$ cat config.mk
export PLATFORM = sky130hd
export DESIGN_NAME = ins_fetch_sequencer
export DESIGN_NICKNAME = d
export VERILOG_FILES = /design/src/rtl/ins_fetch_sequencer.sv
export SDC_FILE = /design/constraint.sdc
export NUM_CORES = 1
export LEC_CHECK = 0
export ABC_CLOCK_PERIOD_IN_PS = 3400
export BUFFER_PORTS_ARGS = -buffer_cell sky130_fd_sc_hd__buf_2
export CAP_MARGIN = 20
export CORE_MARGIN = 1.5
export CORE_UTILIZATION = 49
export DETAILED_ROUTE_END_ITERATION = 10
export PLACE_DENSITY = 0.95
export SLEW_MARGIN = 20
export SYNTH_ARGS = -nofsm -noshare
export SYNTH_HDL_FRONTEND = slang
export SYNTH_SLANG_ARGS = --single-unit
$ cat constraint.sdc
create_clock -name clk -period 3.4 [get_ports clk]
set_input_delay 0.34 -clock clk [delete_from_list [all_inputs] [get_ports clk]]
set_output_delay 0.34 -clock clk [all_outputs]
set_load 0.02 [all_outputs]
$ cat src/rtl/ins_fetch_sequencer.sv
// Instruction fetch/commit sequencer: owns the PC, fetches words from instruction memory,
// gives the executor one commit pulse per instruction and then applies its PCnew redirect.
module ins_fetch_sequencer #(
    parameter int          ADDR_W    = 6,
    parameter int          MAX_PC    = 63,
    parameter logic [31:0] HALT_WORD = 32'hFFFFFFFF,
    parameter int          TIMEOUT   = 15
) (
    input  logic              clk,
    input  logic              rst,
    input  logic              start,
    input  logic              step_mode,
    input  logic              step,
    output logic              imem_req,
    output logic [ADDR_W-1:0] imem_addr,
    input  logic [31:0]       imem_rdata,
    input  logic              imem_valid,
    output logic [31:0]       ins,
    output logic [31:0]       PC,
    output logic              exec_en,
    input  logic [31:0]       PCnew,
    output logic              busy,
    output logic              halted,
    output logic              fault,
    output logic [15:0]       ins_count
);
    localparam int                WCNT_W    = $clog2(TIMEOUT + 1);
    localparam logic [WCNT_W-1:0] WCNT_LAST = WCNT_W'(TIMEOUT - 1);
    localparam logic [ADDR_W-1:0] PC_LAST   = ADDR_W'(MAX_PC);

    typedef enum logic [2:0] {
        S_IDLE,
        S_FETCH,
        S_EXEC,
        S_UPDATE,
        S_PAUSE,
        S_HALT
    } state_t;

    state_t            state_q, state_d;
    logic [ADDR_W-1:0] pc_q, pc_d;
    logic [31:0]       ins_q, ins_d;
    logic [WCNT_W-1:0] wcnt_q, wcnt_d;
    logic              fault_q, fault_d;
    logic [15:0]       cnt_q, cnt_d;
    logic [ADDR_W-1:0] redirect;
    logic              unused_pcnew_hi;

    function automatic logic [15:0] sat_inc16(input logic [15:0] v);
        return (v == 16'hFFFF) ? v : v + 16'd1;
    endfunction

    // Only the low address bits of PCnew matter; a zero there means fall-through.
    assign redirect        = PCnew[ADDR_W-1:0];
    assign unused_pcnew_hi = ^PCnew[31:ADDR_W];

    always_ff @(posedge clk) begin
        if (rst) begin
            state_q <= S_IDLE;
            pc_q    <= '0;
            ins_q   <= '0;
            wcnt_q  <= '0;
            fault_q <= 1'b0;
            cnt_q   <= '0;
        end else begin
            state_q <= state_d;
            pc_q    <= pc_d;
            ins_q   <= ins_d;
            wcnt_q  <= wcnt_d;
            fault_q <= fault_d;
            cnt_q   <= cnt_d;
        end
    end

    always_comb begin
        state_d = state_q;
        pc_d    = pc_q;
        ins_d   = ins_q;
        wcnt_d  = '0;
        fault_d = fault_q;
        cnt_d   = cnt_q;
        case (state_q)
            S_IDLE, S_HALT: begin
                if (start) begin
                    state_d = S_FETCH;
                    pc_d    = '0;
                    cnt_d   = '0;
                    fault_d = 1'b0;
                end
            end
            S_FETCH: begin
                if (imem_valid) begin
                    if (imem_rdata == HALT_WORD) begin
                        state_d = S_HALT;
                    end else begin
                        ins_d   = imem_rdata;
                        state_d = S_EXEC;
                    end
                end else if (wcnt_q == WCNT_LAST) begin
                    fault_d = 1'b1;
                    state_d = S_HALT;
                end else begin
                    wcnt_d = wcnt_q + 1'b1;
                end
            end
            S_EXEC: begin
                cnt_d   = sat_inc16(cnt_q);
                state_d = S_UPDATE;
            end
            S_UPDATE: begin
                state_d = step_mode ? S_PAUSE : S_FETCH;
                if (redirect != '0) begin
                    pc_d = redirect;
                end else if (pc_q == PC_LAST) begin
                    state_d = S_HALT;
                end else begin
                    pc_d = pc_q + 1'b1;
                end
            end
            S_PAUSE: begin
                if (step || !step_mode) begin
                    state_d = S_FETCH;
                end
            end
            default: state_d = S_IDLE;
        endcase
    end

    // Reset suppresses the request and the commit pulse in the cycle it is asserted.
    assign imem_req  = (state_q == S_FETCH) && !rst;
    assign exec_en   = (state_q == S_EXEC) && !rst;
    assign imem_addr = pc_q;
    assign PC        = 32'(pc_q);
    assign ins       = ins_q;
    assign busy      = (state_q == S_FETCH) || (state_q == S_EXEC) ||
                       (state_q == S_UPDATE) || (state_q == S_PAUSE);
    assign halted    = (state_q == S_HALT);
    assign fault     = fault_q;
    assign ins_count = cnt_q;

endmodule
---- After elaboration in Yosys (flattened, before gate mapping) ----
Cells that the tools add are included.
cells by class
  add/sub/neg operators ................... 3
  equality and inequality tests ........... 16
  shift operators ......................... 0
  reduce and logical (&&, ||, !) cells .... 20
  bitwise gates (word level) .............. 2
  div/mod/pow operators ................... 0
  multipliers ............................. 0
  mux-type cells .......................... 20
  magnitude comparators ................... 0
operators with widths
  kind                   count
  $eq 32x32->1 const B   1
  $mux 16                2
  $pmux 16 s2            1
  $mux 3                 8
  $mux 6                 3
  $add 16x1->16 const B  1
  $eq 16x16->1 const B   1
  $pmux 3 s5             1
  $pmux 6 s2             1
  $reduce_and 3->1       4
  $ne 2x2->1 const B     5
  $add 6x1->6 const B    1
  $eq 3x2->1 const B     2
  $eq 3x3->1 const B     2
  $eq 6x6->1 const B     1
  $ne 3x3->1 const B     2
  $reduce_bool 2->1      3
  $reduce_bool 6->1      1
  $add 4x1->4 const B    1
  $eq 4x4->1 const B     1
  $logic_or 1x1->1       4
  $reduce_and 4->1       1
  $reduce_or 4->1        1
  $eq 3x1->1 const B     1
  7 further kinds        12
storage, ports and cells
  memories ................................ 0
  flip-flop bits (word level) ............. 62
  ROM bits ................................ 0
  RAM bits ................................ 0
  latch bits .............................. 0
  output and inout bits ................... 91

---- Longest topological paths before layout ----
  depth after elaboration ................. 4
  gate-level depth with buffers ........... 7
  depth with buffers taken out ............ 6

---- Worst setup path before layout ----
No wires, ideal clock.
  path type ............................... flip-flop to flip-flop
  from .................................... reg cnt_q[7], in the netlist ins_count[7]
  to ...................................... reg cnt_q[7], in the netlist ins_count[7]
  stages on the path, launching flop included .. 6
  setup slack ............................. 1.540 ns
  path buffers ............................ 0
  data required time ...................... 3.272 ns
  arrival ................................. 1.732 ns
  setup time .............................. 0.128 ns
  cell sequence ........................... dfxtp_1 nand4_1 or4_4 o211ai_2 xor2_1 nor2_1
on the way
  cells in the longest elaborated chain, start to end .. 3
  elaborated cells between the ends (all ways) .. 6
  those cells by class .................... 1 x add/sub; 2 x eq/ne; 2 x mux; 1 x reduce/logical
RTL lines
  element                                                 RTL line  RTL
  from (decl)                                             45        logic [15:0] cnt_q, cnt_d;
  from (signal assigned)                                  71        cnt_q <= cnt_d;
  $add 16x1->16 / $eq 16x16->1 (equally long branches)    50        return (v == 16'hFFFF) ? v : v + 16'd1;
  $mux 16 / $ne 2x2->1 (equally long branches)            n/a
  $pmux 16 s2 / $reduce_and 3->1 (equally long branches)  n/a
Several ways; a longest one is shown, not always the timed one. The select of a mux whose other input is x is not followed.
A chain may end at the register's enable or synchronous reset.

---- Worst setup path after layout ----
  from .................................... reg state_q[1]
  to ...................................... reg cnt_q[7], in the netlist ins_count[7]
on the way
  cells in the longest elaborated chain, start to end .. 4
  elaborated cells between the ends (all ways) .. 9
  those cells by class .................... 4 x eq/ne; 1 x mux; 4 x reduce/logical
RTL lines
  element                                                                  RTL line  RTL
  from (decl)                                                              40        state_t state_q, state_d;
  from (signal assigned)                                                   66        state_q <= state_d;
  $eq 3x3->1 / $logic_not 3->1 (equally long branches)                     82        case (state_q)
  $reduce_or 2->1                                                          82
  $ne 2x2->1 (no source line) / $reduce_bool 2->1 (equally long branches)  n/a
  $reduce_and 3->1 (no source line)                                        n/a
Several ways; a longest one is shown, not always the timed one.

==> run metrics <==
Final HPWL DP=5.441 mm; commonest cells after routing, fill and taps aside=108 x buf_2, 62 x dfxtp_1, 48 x nor2_1, 32 x mux2i_1, 26 x conb_1; GR Util met2=38.62%; share of cells above drive strength 1=29.32%; Filler cells=520; Worst Setup SP=state_q[1]$_SDFFE_PP0P_; Setup Viol. Count Final=0; Vias=2887; largest net degree at the start of global routing=39; CP max stage cell=or4_4; Worst Path Required=3.60 ns; Hold Path Class=input port to register; synthesized instance count=352; Setup TNS=0 ns; Root Driver=clkbuf_8; Main synth FF type=dfxtp_1; Worst Path Arrival=2.47 ns; Worst R2R Setup Slack=1.12 ns; PwrDens=505.9 mW/mm^2; Layout Nets=526; syn avg cell area=8.790 um^2; Layout Skew=0.004039 ns; initial antenna violation count=0; worst slew pin tran=0.7990 ns; Synth cell types=50; Global Route met3 Usage=6.044%; Die Span Y=82.47 um; Via density=5.427; Die X=82.47 um; EDFF count, synth=0; hold_sp=imem_rdata[5]; WL/cell=14.00 um; initial core utilization=51.35%; unrepaired setup endpoints after global routing=no; final instance area=0.003752 mm^2; Resized cells post-CTS=0; reg2reg start=state_q[1]$_SDFFE_PP0P_; fin crit period=2.275 ns; fin crit share=66.93%; number of max-cap violations=0; H-tree depth=3; CP max stage delay=0.59 ns; Final WS setup=1.125 ns; crit-path cells=or3b_4 -> or4_4 -> o211ai_2 -> xor2_1 -> nor2_1; final core utilization=62.27%; Area growth, synth to finish=21.27%; clock tree from TritonCTS=done; Max clock buf depth=2; Worst VDD drop=0.0003163 V; crit path capture type=register; Top Usage Layer GRT=met2; # Post-CTS Setup Buffers=0; crit path kind=register to register; vias in the first global route=2673; row cnt=28; clock sink total=62; most common cell after layout, fill and taps aside=buf_2; placed cell area=0.003537 mm^2; Antenna Cells=0; Hold Fails Final Rpt=0; First-pass DRT Iterations=4; routability cong.=0.8861; outcome=finished clean; DR iter-0 viols=161; port buffer count=108; Tot GR Track Use=22.34%; core box area=0.006026 mm^2; post-synthesis sequential area ratio=40.11%; Post-Place Setup Slack=1.149 ns; GRT Residual Overflow=0; hold_ws=0.2720 ns; Seq cells post-synth=62; mapped cell area=0.003094 mm^2; number of nets with antenna violations after routing=0; f_max=439.5 MHz; Syn. warnings=0; Top Ports=161; Final Slew Violations=0; Routed WL=7.446 mm; number of remaining DRC errors=0; die area=0.006800 mm^2; Critical Path Start Type=register; Worst-Skew Late Latency=0.32 ns; CTS Hold Bufs=0; Lkg Pwr=0.001627 uW; first-pass GRT wire length=11.65 mm; Reg clk slew, reported paths=0.07 ns; slew margin rel.=46.24%; Num CTS Buffers=9; met1 usage=26.10%; CP Max Fanout=12; Async S/R FF share, synth=0%
-- through the flow --
step / instances / power [uW]
2_1_floorplan: 377 / 1117
3_3_place_gp: 516 / 1193
3_5_place_dp: 516 / 1204
4_1_cts: 532 / 1910
5_1_grt: 532 / 1984
6_report: 532 / 1898
-- synth_stat cells (all sizes together), types with 4 or more instances --
| cell type | n | share of area [%] |
|---|---|---|
| a21oi | 18 | 3.0 |
| a31oi | 5 | 1.0 |
| buf | 39 | 9.1 |
| clkbuf | 7 | 0.85 |
| dfxtp | 62 | 40 |
| ha | 4 | 1.6 |
| mux2i | 32 | 10 |
| nand2 | 17 | 2.1 |
| nand2b | 6 | 1.2 |
| nand3 | 18 | 2.9 |
| nand4 | 9 | 1.8 |
| nor2 | 48 | 5.8 |
| nor3 | 12 | 2.1 |
| nor4 | 7 | 1.4 |
| o21ai | 10 | 1.7 |
| o31ai | 4 | 0.97 |
| or3 | 6 | 1.2 |
| xnor2 | 9 | 2.5 |
| xor2 | 4 | 1.1 |
-- final cells by class --
type                            instances  area, um^2  area share (%)
Multi-Input combinational cell        266        1635           43.58
Sequential cell                        62        1241           33.08
Timing Repair Buffer                  110       555.5           14.80
Clock buffer                           12       145.1           3.868
Tap cell                               75       93.84           2.501
Clock inverter                          4       70.07           1.867
Inverter                                3       11.26          0.3001
-- cells by family (layout without fill, tap and decap cells) --
family	Yosys count	after routing	share of synthesized area (%)
DFF	62	62	40.11
adders and majority gates	4	4	1.618
other	1	26	0.1212
muxes	32	32	10.35
buffers and inverters	49	129	10.31
and+or+nand+nor	138	138	22.32
xor gates and xnor gates	13	13	3.680
AOI/OAI and AO/OA	53	53	11.48
-- flip-flops by register name, summed over array words and instances, names as in the netlist --
signal,flops
fault,1
ins_count,16
imem_addr,6
wcnt_q,4
ins,32
state_q,3
-- where the power goes --
group	switching, uW	internal, uW
clock	275	431
sequential	38.8	768
combinational	245	140
total	559	1340
-- worst max-delay path, delay by kind of cell, from the launching register on --
family,cells,cell delay (ns)
AO/OA/AOI/OAI,1,0.31
AND/OR/NAND/NOR,3,1.11
flip-flops,1,0.55
XOR/XNOR,1,0.19
-- worst paths after layout --
| kind | end | cells past startpoint |
|---|---|---|
| worst max-delay path | ins_count[7]$_SDFFE_PP0P_ | 5 |
| worst min-delay path | ins[5]$_SDFFE_PP0P_ | 3 |
| worst max register to register | ins_count[7]$_SDFFE_PP0P_ | 5 |
| worst min register to register | fault$_SDFFE_PP0P_ | 2 |
-- per-layer routing --
layer | part of all wire [%] | up-vias
met5 | 0 | -
met4 | 0.83 | 0
met3 | 7.7 | 8
met2 | 50 | 138
met1 | 42 | 1340
li1 | - | 1401
(Power assumes the default switching activity.)
